**src/rtl/pulse_stretcher_pkg.sv**
```systemverilog
`default_nettype none
// ============================================================================
// Module   : pulse_stretcher_pkg
// Purpose  : Shared types and constants for the pulse_stretcher block.
// Revision : 1.0 - initial release
// ============================================================================
package pulse_stretcher_pkg;

  typedef enum logic [1:0] {
    S_IDLE = 2'd0,
    S_HOLD = 2'd1,
    S_GAP  = 2'd2
  } state_t;

  localparam int c_pend_w_def   = 4;
  localparam int c_pend_sat_def = (1 << c_pend_w_def) - 1;

  // Largest count a pending counter of the given width can hold.
  function automatic int pend_sat(input int width);
    return (1 << width) - 1;
  endfunction

endpackage
`default_nettype wire

```
**src/rtl/pulse_stretcher_sync2.sv**
```systemverilog
`default_nettype none
// ============================================================================
// Module   : sync2
// Purpose  : Two-flop single-bit synchronizer with synchronous reset to 0.
// Revision : 1.0 - initial release
// ============================================================================
module sync2 (
  input  logic clk,
  input  logic rst,
  input  logic i_d,
  output logic o_q
);

  logic r_meta;
  logic r_sync;

  always_ff @(posedge clk) begin
    if (rst) begin
      r_meta <= 1'b0;
      r_sync <= 1'b0;
    end else begin
      r_meta <= i_d;
      r_sync <= r_meta;
    end
  end

  assign o_q = r_sync;

endmodule
`default_nettype wire

```
**src/rtl/pulse_stretcher.sv**
```systemverilog
`default_nettype none
// ============================================================================
// Module   : pulse_stretcher
// Purpose  : Turns input rising edges into fixed HOLD-high / GAP-low blinks,
//            queueing events that arrive mid-blink. Optional input
//            synchronizer enabled by PULSE_STRETCHER_SYNC_EN.
// Revision : 1.0 - initial release
// ============================================================================
module pulse_stretcher
  import pulse_stretcher_pkg::*;
#(
  parameter int HOLD   = 2500000,
  parameter int GAP    = 2500000,
  parameter int CNT_W  = 22,
  parameter int PEND_W = c_pend_w_def
) (
  input  logic              clk,
  input  logic              rst,
  input  logic              in,
  output logic              out,
  output logic              busy,
  output logic [PEND_W-1:0] pending,
  output logic              dropped
);

  localparam logic [CNT_W-1:0]  c_hold_ld  = CNT_W'(HOLD - 1);
  localparam logic [CNT_W-1:0]  c_gap_ld   = CNT_W'(GAP - 1);
  localparam logic [PEND_W-1:0] c_pend_sat = PEND_W'(pend_sat(PEND_W));

  if (HOLD < 1 || 64'(HOLD) > (64'd1 << CNT_W)) begin : g_chk_hold
    $error("pulse_stretcher: HOLD out of range for CNT_W");
  end
  if (GAP < 1 || 64'(GAP) > (64'd1 << CNT_W)) begin : g_chk_gap
    $error("pulse_stretcher: GAP out of range for CNT_W");
  end

  state_t            r_state;
  state_t            w_state_nxt;
  logic [CNT_W-1:0]  r_cnt;
  logic [CNT_W-1:0]  w_cnt_nxt;
  logic [PEND_W-1:0] r_pend;
  logic [PEND_W-1:0] w_pend_nxt;
  logic              r_out;
  logic              w_out_nxt;
  logic              r_dropped;
  logic              w_dropped_nxt;
  logic              r_in_q;
  logic              w_in_s;
  logic              w_ev;
  logic              w_consume;
  logic              w_cnt_zero;

`ifdef PULSE_STRETCHER_SYNC_EN
  sync2 u_sync2 (
    .clk (clk),
    .rst (rst),
    .i_d (in),
    .o_q (w_in_s)
  );
`else
  assign w_in_s = in;
`endif

  // Resetting to 1 suppresses a false event from a level held across reset.
  always_ff @(posedge clk) begin
    if (rst) begin
      r_in_q <= 1'b1;
    end else begin
      r_in_q <= w_in_s;
    end
  end

  assign w_ev       = w_in_s & ~r_in_q;
  assign w_cnt_zero = (r_cnt == '0);

  always_comb begin
    w_state_nxt = r_state;
    w_cnt_nxt   = r_cnt;
    w_out_nxt   = r_out;
    w_consume   = 1'b0;
    case (r_state)
      S_IDLE: begin
        w_out_nxt = 1'b0;
        if (w_ev) begin
          w_state_nxt = S_HOLD;
          w_cnt_nxt   = c_hold_ld;
          w_out_nxt   = 1'b1;
        end
      end
      S_HOLD: begin
        w_out_nxt = 1'b1;
        if (w_cnt_zero) begin
          w_state_nxt = S_GAP;
          w_cnt_nxt   = c_gap_ld;
          w_out_nxt   = 1'b0;
        end else begin
          w_cnt_nxt = r_cnt - CNT_W'(1);
        end
      end
      S_GAP: begin
        w_out_nxt = 1'b0;
        if (w_cnt_zero) begin
          // A fresh event on the final gap cycle chains straight into a blink.
          if (r_pend != '0 || w_ev) begin
            w_state_nxt = S_HOLD;
            w_cnt_nxt   = c_hold_ld;
            w_out_nxt   = 1'b1;
            w_consume   = 1'b1;
          end else begin
            w_state_nxt = S_IDLE;
          end
        end else begin
          w_cnt_nxt = r_cnt - CNT_W'(1);
        end
      end
      default: begin
        w_state_nxt = S_IDLE;
        w_cnt_nxt   = '0;
        w_out_nxt   = 1'b0;
      end
    endcase
  end

  always_comb begin
    w_pend_nxt    = r_pend;
    w_dropped_nxt = r_dropped;
    if (r_state != S_IDLE) begin
      if (w_ev && !w_consume) begin
        if (r_pend == c_pend_sat) begin
          w_dropped_nxt = 1'b1;
        end else begin
          w_pend_nxt = r_pend + PEND_W'(1);
        end
      end else if (w_consume && !w_ev) begin
        w_pend_nxt = r_pend - PEND_W'(1);
      end
    end
  end

  always_ff @(posedge clk) begin
    if (rst) begin
      r_state   <= S_IDLE;
      r_cnt     <= '0;
      r_pend    <= '0;
      r_out     <= 1'b0;
      r_dropped <= 1'b0;
    end else begin
      r_state   <= w_state_nxt;
      r_cnt     <= w_cnt_nxt;
      r_pend    <= w_pend_nxt;
      r_out     <= w_out_nxt;
      r_dropped <= w_dropped_nxt;
    end
  end

  assign out     = r_out;
  assign busy    = (r_state != S_IDLE);
  assign pending = r_pend;
  assign dropped = r_dropped;

endmodule
`default_nettype wire

```
**config.mk**
```make
export PLATFORM = sky130hd
export DESIGN_NAME = pulse_stretcher
export DESIGN_NICKNAME = d
export VERILOG_FILES = /design/src/rtl/pulse_stretcher_pkg.sv /design/src/rtl/pulse_stretcher_sync2.sv /design/src/rtl/pulse_stretcher.sv
export SDC_FILE = /design/constraint.sdc
export NUM_CORES = 1
export LEC_CHECK = 0
export ABC_AREA = 1
export BUFFER_PORTS_ARGS = -buffer_cell sky130_fd_sc_hd__buf_2
export CAP_MARGIN = 20
export CORE_MARGIN = 2
export CORE_UTILIZATION = 60
export DETAILED_ROUTE_END_ITERATION = 10
export PLACE_DENSITY = 0.76
export SKIP_CTS_REPAIR_TIMING = 1
export SLEW_MARGIN = 20
export SYNTH_ARGS = -nofsm -noshare
export SYNTH_HDL_FRONTEND = slang
export SYNTH_SLANG_ARGS = --single-unit
export TNS_END_PERCENT = 30
```
**constraint.sdc**
```tcl
create_clock -name clk -period 2.3 [get_ports clk]
set_input_delay 0.575 -clock clk [delete_from_list [all_inputs] [get_ports clk]]
set_output_delay 0.575 -clock clk [all_outputs]
set_load 0.1 [all_outputs]
```
==> summary.md, run 1 <==
| Metric | Value |
|---|---|
| Mapped cell area | 1900 um^2 |
| Number of warnings issued by yosys | 0 |
| Fillers | 269 |
| Critical path fanouts, max | 7 |
| Area growth syn-to-layout | 13.4% |
| Core Footprint | 3030 um^2 |
| Die X | 60.2 um |
| Cts bufs inserted | 5 |
| Antenna viol nets, final | 0 |
| HPWL after DPL | 3.07 mm |
| # setup viols final | 0 |
| Primary FF master, synth | dfxtp_1 |
| Layout cells sized above 1 | 0.199 |
| Final Util | 0.710 |
| Drc violations | 0 |
| Pre-antenna DRT Iters | 4 |
| Initial Utilization | 0.626 |
| Slowest-stage cell, CP | dfxtp_1 |
| Worst path bufs/invs | 2 |
| Die Y | 60.2 um |
| Max Fclk | 0.476 GHz |
| Hold Vio Cnt, Final | 0 |
| Max stage delay on crit path | 0.33 ns |
| Initial antenna violation count | 0 |
| Final wirelength | 4.24 mm |
| Least-Margin Pin Slew | 0.490 ns |
| Setup Skew | 0.00801 ns |
| Gr usage total | 0.266 |
| Net Count, Synth | 284 |
| Worst path cell trace | inv_1, ha_4, nand2_2, nor2_2, nand3_4, o21bai_4, nand2_2, nand2_1, inv_1, ha_1, a21oi_1, xnor2_1, nor2_1, nor2_1 |
| Die ar. | 3630 um^2 |
| Placer congestion estimate | 0.848 |
| Via density | 5.46 |
| Gr ovfl total | 0 |
| Post-synth ARST share | 0 |
| Critical path type | register to register |
| Final Power | 0.00303 W |
| Final #Nets | 302 |
| CTS tree | built |
| Max Cap Violations | 0 |
| Sequential cell area fraction in the yosys report | 0.327 |
| LEAKAGE | 0.938 nW |
| Crit start category | register |
| Synth unique cells | 32 |
| Sequential share of power | 0.274 |
| Worst hold margin | 0.418 ns |
| Clk sink count | 31 |
| CTS max path bufs | 2 |
| HP Class | primary input to register |
| Gate Count Post-Synth | 273 |
| VDD IR-drop max | 0.793 mV |
| Port bufs | 9 |
| Final Max Slew Viols | 0 |
| DRT iter0 DRCs | 113 |
| Clock Power Share | 0.124 |
| Min Tclk post-route | 2.10 ns |
| Clock Tree Root | clkbuf_4 |
| Comb pwr share | 0.602 |
| Sw Share | 0.506 |
| I/O pin cnt | 10 |
| P_int | 0.00149 W |
| Status | completed |
| Ant diodes | 0 |
| Syn_area_per_cell | 6.95 um^2 |
| Part of the cycle the worst path needs | 0.914 |
| Crit path max-delay family | simple AND/OR/NAND/NOR gates |
| Row cnt | 20 |
| Register bit total from synthesis | 31 |
| CP arrival | 2.39 ns |
| CP endpoint kind | register |
| Routed len/inst | 12.6 um |
| Htree depth | 2 |
| PD cells | 1410 nW/um^2 |
| Slew HR | 0.676 |
| Via count | 1835 |
| Psw | 0.00153 W |
| Data required, critical path | 2.59 ns |
| Clk slew on worst S/H paths | 0.10 ns |
| First-pass GRT wire length | 7.25 mm |
| Vias in the first global route | 1685 |
| Largest net degree at the start of global routing | 14 |
| Number of enable flip-flop cells after synthesis | 0 |
| RSZ-0062 raised after global routing | no |
| Worst skew pair latency | 0.35 ns |
==> cells in the mapped netlist, types with 3 or more instances <==
library cell | instances | area share
inv_1 | 31 | 0.061
nand2_1 | 45 | 0.089
dfxtp_1 | 31 | 0.33
xor2_1 | 7 | 0.032
clkbuf_1 | 3 | 0.0059
nand4_1 | 6 | 0.020
o22ai_1 | 7 | 0.023
ha_1 | 8 | 0.053
nor2_1 | 34 | 0.067
nand2_2 | 4 | 0.013
nand3_1 | 18 | 0.047
o21ai_0 | 16 | 0.042
a21oi_2 | 3 | 0.014
xnor2_1 | 3 | 0.014
nor2_2 | 9 | 0.030
a21oi_1 | 22 | 0.058
nor3_1 | 4 | 0.011
==> flip-flops by register name, summed over array words and instances, names as in the netlist <==
| signal | flops |
|---|---|
| r_cnt | 22 |
| pending | 4 |
| r_state | 2 |
| dropped | 1 |
| out | 1 |
| r_in_q | 1 |
==> cell families after synthesis <==
| family | count (synthesis) | share of synthesized area |
|---|---|---|
| fa+ha+maj | 8 | 0.0528 |
| compound gates | 57 | 0.180 |
| xor+xnor | 10 | 0.0462 |
| buf+inv | 39 | 0.0825 |
| flops | 31 | 0.327 |
| simple gates | 128 | 0.311 |
==> path summary, 6_finish.rpt <==
kind / to / cells past startpoint / start / slack (ns)
setup / recovery: pending[2] / 14 / r_cnt[1] / 0.20
hold / removal: r_in_q / 2 / in / 0.42
setup reg to reg: pending[2] / 14 / r_cnt[1] / 0.20
hold reg to reg: dropped / 1 / dropped / 0.47
==> through the flow <==
step | cell area [um^2] | setup slack (ns) | setup TNS, ns | std cells
after global routing | 2150 | 0.0122 | 0 | 336
after detailed placement | 2040 | 0.111 | 0 | 327
after CTS | 2110 | 0.0764 | 0 | 335
after floorplan | 1900 | -0.0489 | -0.121 | 273
after global placement | 2040 | 0.184 | 0 | 327
final | 2150 | 0.199 | 0 | 336
==> per-layer routing <==
| metal | GRT usage | share of wire |
|---|---|---|
| met5 | 0 | 0 |
| met4 | 0.130 | 0.032 |
| met3 | 0.0563 | 0.064 |
| met2 | 0.425 | 0.46 |
| met1 | 0.337 | 0.44 |
==> power by group through the flow <==
stage / clock network, W / registers, W / logic, W
2_1_floorplan: 0 / 0.000892 / 0.00129
3_3_place_gp: 0 / 0.000831 / 0.00171
3_5_place_dp: 0 / 0.000830 / 0.00173
4_1_cts: 0.000376 / 0.000822 / 0.00174
5_1_grt: 0.000399 / 0.000848 / 0.00205
6_report: 0.000376 / 0.000828 / 0.00182
==> cell type report <==
type | instances | area, um^2 | share of cell area
Multi-Input combinational cell | 203 | 1160 | 0.538
Inverter | 33 | 124 | 0.0576
Clock buffer | 8 | 68.8 | 0.0320
Tap cell | 44 | 55.1 | 0.0256
Sequential cell | 31 | 626 | 0.291
Timing Repair Buffer | 17 | 120 | 0.0558
==> cells in the final DEF (no fill, tap or decap), types with 7 or more instances in the layout <==
cell type / Yosys / routed
nand3_1: 18 / 18
o21ai_0: 16 / 16
buf_4: 0 / 8
buf_2: 2 / 8
nor2_2: 9 / 11
o22ai_1: 7 / 7
inv_1: 31 / 30
a21oi_1: 22 / 22
nand2_1: 45 / 45
xor2_1: 7 / 7
dfxtp_1: 31 / 27
nor2_1: 34 / 32
No activity file was read; power rests on OpenSTA's default activity.
==> run 2: changes to the inputs <==
- SETUP_SLACK_MARGIN: default -> 0.5
==> summary.md, run 2 (synthesis results as in run 1) <==
| Metric | Value |
|---|---|
| Status | completed |
| VDD IR-drop max | 1.02 mV (+28%) |
| Die ar. | 3630 um^2 (unchanged) |
| Top reg by flops | r_cnt |
| Worst path bufs/invs | 0 (-2) |
| Ant diodes | 0 (unchanged) |
| Placer congestion estimate | 0.896 (+5.7%) |
| HP Class | primary input to register |
| Vias in the first global route | 1636 (-2.9%) |
| Layout cells sized above 1 | 0.348 (+0.149) |
| Worst skew pair latency | 0.34 ns (about the same) |
| Final Max Slew Viols | 0 (unchanged) |
| Part of the cycle the worst path needs | 0.875 (-0.0389) |
| Pre-antenna DRT Iters | 4 (unchanged) |
| Cts bufs inserted | 5 (unchanged) |
| Commonest non-fill, non-tap cell in the layout | nand2_1 |
| Critical path type | register to register |
| Clk sink count | 31 (unchanged) |
| Grt met3 use | 0.0801 (+0.0238) |
| Gr usage total | 0.262 (-0.00410) |
| Least-Margin Pin Slew | 0.484 ns (-0.00623 ns) |
| Row cnt | 20 (unchanged) |
| Area growth syn-to-layout | 25.9% |
| Worst hold margin | 0.431 ns (+0.0128 ns) |
| Worst path cell trace | nor2_2, nand2_2, nor2_4, nand3_4, o21bai_4, ha_4, nand2_1, nand3b_1, nand2_1, nand2_1, nand2_1, nand2_1, a21oi_2 |
| Setup TNS | 0 ns (unchanged) |
| Max Cap Violations | 0 (unchanged) |
| Initial Utilization | 0.626 (unchanged) |
| M1 GR Usage | 0.335 (-0.00262) |
| Hold Vio Cnt, Final | 0 (unchanged) |
| Met2 global-route usage | 0.415 (-0.0109) |
| Critical path fanouts, max | 6 (-1) |
| Crit path max-delay family | simple AND/OR/NAND/NOR gates |
| Leading cell types in the layout, fill and taps excluded | nand2_1 (39), inv_1 (25), nor2_1 (25) |
| I/O pin cnt | 10 (unchanged) |
| Antenna viol nets, final | 0 (unchanged) |
| Final wirelength | 4.84 mm (+14%) |
| Drc violations | 0 (unchanged) |
| Slew HR | 0.680 (+0.00413) |
| CP endpoint kind | register |
| Initial antenna violation count | 0 (unchanged) |
| Min Tclk post-route | 2.01 ns (-0.0894 ns) |
| Via count | 1898 (+3.4%) |
| Slowest-stage cell, CP | dfxtp_1 |
| Die Y | 60.2 um (unchanged) |
| Largest register FFs | 22 (unchanged) |
| Final Util | 0.788 (+0.0781) |
| Clock Tree Root | clkbuf_4 |
| DRT iter0 DRCs | 139 (+23%) |
| Core Footprint | 3030 um^2 (unchanged) |
| Crit start category | register |
| HPWL after DPL | 3.17 mm (+3.3%) |
| RSZ-0062 raised after global routing | yes |
| Via density | 5.44 (-0.42%) |
| Htree depth | 2 (unchanged) |
| Clk slew on worst S/H paths | 0.09 ns (about the same) |
| Final #Nets | 315 (+4.3%) |
| Die X | 60.2 um (unchanged) |
| Data required, critical path | 2.54 ns (-0.05 ns) |
| LEAKAGE | 1.01 nW (+8.0%) |
| PD cells | 1440 nW/um^2 (+2.0%) |
| # setup viols final | 0 (unchanged) |
| CTS max path bufs | 2 (unchanged) |
| Top Usage Layer GRT | met2 |
| Most frequent CP cell | nand2_1 |
| Largest net degree at the start of global routing | 15 (+1) |
| First-pass GRT wire length | 7.11 mm (-1.9%) |
| Routed len/inst | 13.9 um (+9.8%) |
| Max stage delay on crit path | 0.37 ns (+0.04 ns) |
| CP arrival | 2.25 ns (-0.14 ns) |
| Setup Skew | 0.00425 ns (-0.00376 ns) |
| CTS tree | built |
| Port bufs | 9 (unchanged) |
| Gr ovfl total | 0 (unchanged) |
| Max Fclk | 0.497 GHz (+4.4%) |
==> run 2: cell count changes in the layout (fill, tap and decap cells not counted), sizes merged <==
cell | before | now
clkinv | 0 | 1
inv | 33 | 32
clkbuf | 8 | 7
buf | 17 | 30
clkinvlp | 0 | 1
==> run 2: per-layer routing <==
layer	wire length, um	vias up
met1	2180	888
met4	73	0
li1	-	964
met3	203	9
met2	2380	37
met5	0	-
==> run 2: worst register-to-register path, cell delays in order (launching register included) <==
cell	delay, ns
dfxtp_1	0.37
nor2_2	0.15
nand2_2	0.12
nor2_4	0.14
nand3_4	0.13
o21bai_4	0.27
ha_4	0.26
nand2_1	0.07
nand3b_1	0.12
nand2_1	0.07
nand2_1	0.05
nand2_1	0.04
nand2_1	0.06
a21oi_2	0.04
==> run 2: path summary, 6_finish.rpt <==
check | from | endpoint | slack [ns] | cells after the start
setup / recovery | r_cnt[4] | pending[3] | 0.29 | 13
hold / removal | in | r_in_q | 0.43 | 2
setup reg to reg | r_cnt[4] | pending[3] | 0.29 | 13
hold reg to reg | r_cnt[5] | r_cnt[5] | 0.47 | 1
==> run 2: power breakdown <==
part / internal, W / total (W) / switching (W)
logic: 0.000878 / 0.00223 / 0.00135
registers: 0.000701 / 0.000885 / 0.000184
clock network: 0.000119 / 0.000309 / 0.000191
==> run 2: cell type report <==
class,count,area (um^2)
inverter,33,133
fill,228,641
timing repair buffer,30,218
sequential,31,656
clock inverter,1,5.00
clock buffer,7,45.0
tap,44,55.1
multi-input combinational,203,1280
==> run 2: metrics by stage <==
step,instances,cell area [um^2],worst slack [ns],power [W]
global route,349,2390,0.135,0.00366
global placement,323,2070,0.178,0.00259
detailed placement,323,2070,0.128,0.00261
CTS,331,2120,0.117,0.00293
floorplan,273,2000,0.356,0.00229
finish,349,2390,0.288,0.00343
==> run 3: changes to the inputs <==
- HOLD_SLACK_MARGIN: default -> 0.03
- PLACE_DENSITY: 0.76 -> 0.78
==> summary.md, run 3 (synthesis results as in run 1) <==
| Metric | Value |
|---|---|
| Status | completed |
| VDD IR-drop max | 1.04 mV (+2.1%) |
| Final wirelength | 4.53 mm (-6.4%) |
| Min Tclk post-route | 1.91 ns (-0.0970 ns) |
| Largest net degree at the start of global routing | 15 (unchanged) |
| Setup TNS | 0 ns (unchanged) |
| Die Y | 60.2 um (unchanged) |
| Critical path fanouts, max | 4 (-2) |
| Critical path type | register to register |
| Core Footprint | 3030 um^2 (unchanged) |
| Slew HR | 0.673 (-0.00650) |
| Vias in the first global route | 1596 (-2.4%) |
| Cts bufs inserted | 5 (unchanged) |
| Commonest non-fill, non-tap cell in the layout | nand2_1 |
| Clk slew on worst S/H paths | 0.10 ns (about the same) |
| Via count | 1880 (-0.95%) |
| HPWL after DPL | 3.02 mm (-4.5%) |
| I/O pin cnt | 10 (unchanged) |
| Via density | 5.48 (+0.78%) |
| Worst skew pair latency | 0.34 ns (about the same) |
| Max Cap Violations | 0 (unchanged) |
| Top reg by flops | r_cnt |
| Setup Skew | 0.0101 ns (+0.00588 ns) |
| Final Max Slew Viols | 0 (unchanged) |
| Initial Utilization | 0.626 (unchanged) |
| Clock Tree Root | clkbuf_4 |
| RSZ-0062 raised after global routing | yes |
| Hold Vio Cnt, Final | 0 (unchanged) |
| Drc violations | 0 (unchanged) |
| Leading cell types in the layout, fill and taps excluded | nand2_1 (40), nor2_1 (26), inv_1 (24) |
| CP arrival | 2.18 ns (-0.07 ns) |
| PD cells | 1410 nW/um^2 (-1.6%) |
| Layout cells sized above 1 | 0.318 (-0.0298) |
| Clk sink count | 31 (unchanged) |
| DRT iter0 DRCs | 137 (-1.4%) |
| Routed len/inst | 13.2 um (-4.8%) |
| Final #Nets | 309 (-1.9%) |
| CTS max path bufs | 2 (unchanged) |
| Multi-input logic area | 1270 um^2 (-0.59%) |
| Final Util | 0.771 (-0.0169) |
| Die X | 60.2 um (unchanged) |
| Fillers | 227 (-0.44%) |
| Pre-antenna DRT Iters | 4 (unchanged) |
| Crit start category | register |
| CTS tree | built |
| Row cnt | 20 (unchanged) |
| HP Class | primary input to register |
| Htree depth | 2 (unchanged) |
| Ant diodes | 0 (unchanged) |
| Max Fclk | 0.522 GHz (+5.1%) |
| Die ar. | 3630 um^2 (unchanged) |
| Initial antenna violation count | 0 (unchanged) |
| Area growth syn-to-layout | 23.2% |
| Gr usage total | 0.259 (-0.00348) |
| Least-Margin Pin Slew | 0.485 ns (+0.00130 ns) |
| LEAKAGE | 0.988 nW (-2.5%) |
| Gr ovfl total | 0 (unchanged) |
| First-pass GRT wire length | 7.03 mm (-1.1%) |
| # setup viols final | 0 (unchanged) |
| CP endpoint kind | register |
| Largest register FFs | 22 (unchanged) |
| Antenna viol nets, final | 0 (unchanged) |
| Placer congestion estimate | 0.881 (-1.7%) |
| Port bufs | 9 (unchanged) |
| Data required, critical path | 2.56 ns (+0.02 ns) |
| FF/Latch Area | 654 um^2 (-0.19%) |
| Part of the cycle the worst path needs | 0.833 (-0.0422) |
run 3: worst max-delay path, stage by stage, from the launching register on:
cell	delay (ns)
dfxtp_1	0.39
nor2_2	0.13
nand3_2	0.11
nor2_2	0.17
nand4_1	0.26
nor2_2	0.24
nand2_1	0.09
xnor2_1	0.19
nand4_1	0.11
a21oi_1	0.17
run 3: cell type report:
class	count	area share
multi-input combinational	203	0.543
sequential	31	0.280
clock inverter	1	0.00214
inverter	33	0.0578
tap	44	0.0236
clock buffer	7	0.0193
timing repair buffer	24	0.0739
run 3: path summary, 6_finish.rpt:
check	from	end	slack, ns	depth (start not counted)
worst max-delay path	r_cnt[2]	r_cnt[19]	0.39	9
worst min-delay path	in	r_in_q	0.44	2
worst max register to register	r_cnt[2]	r_cnt[19]	0.39	9
worst min register to register	pending[0]	pending[0]	0.47	1
run 3: stage by stage:
step | setup WS (ns) | total power (W) | area, um^2 | cells | hold slack (ns)
global route | 0.192 | 0.00356 | 2340 | 343 | 0.432
detailed placement | 0.114 | 0.00259 | 2070 | 322 | 0.453
global placement | 0.144 | 0.00258 | 2070 | 322 | 0.449
finish | 0.385 | 0.00330 | 2340 | 343 | 0.439
CTS | 0.148 | 0.00290 | 2120 | 330 | 0.436
floorplan | 0.356 | 0.00229 | 2000 | 273 | 0.443
run 3: metal layers:
| layer | vias up | wire length [um] | GRT usage |
|---|---|---|---|
| met5 | - | 0 | 0 |
| met4 | 0 | 77 | 0.0857 |
| met3 | 11 | 231 | 0.0628 |
| met2 | 53 | 2160 | 0.433 |
| met1 | 864 | 2050 | 0.322 |
| li1 | 952 | - | - |
run 3: power breakdown:
group / internal, W / total [W] / switching (W)
clock network: 0.000119 / 0.000313 / 0.000194
logic: 0.000798 / 0.00210 / 0.00131
registers: 0.000699 / 0.000880 / 0.000181
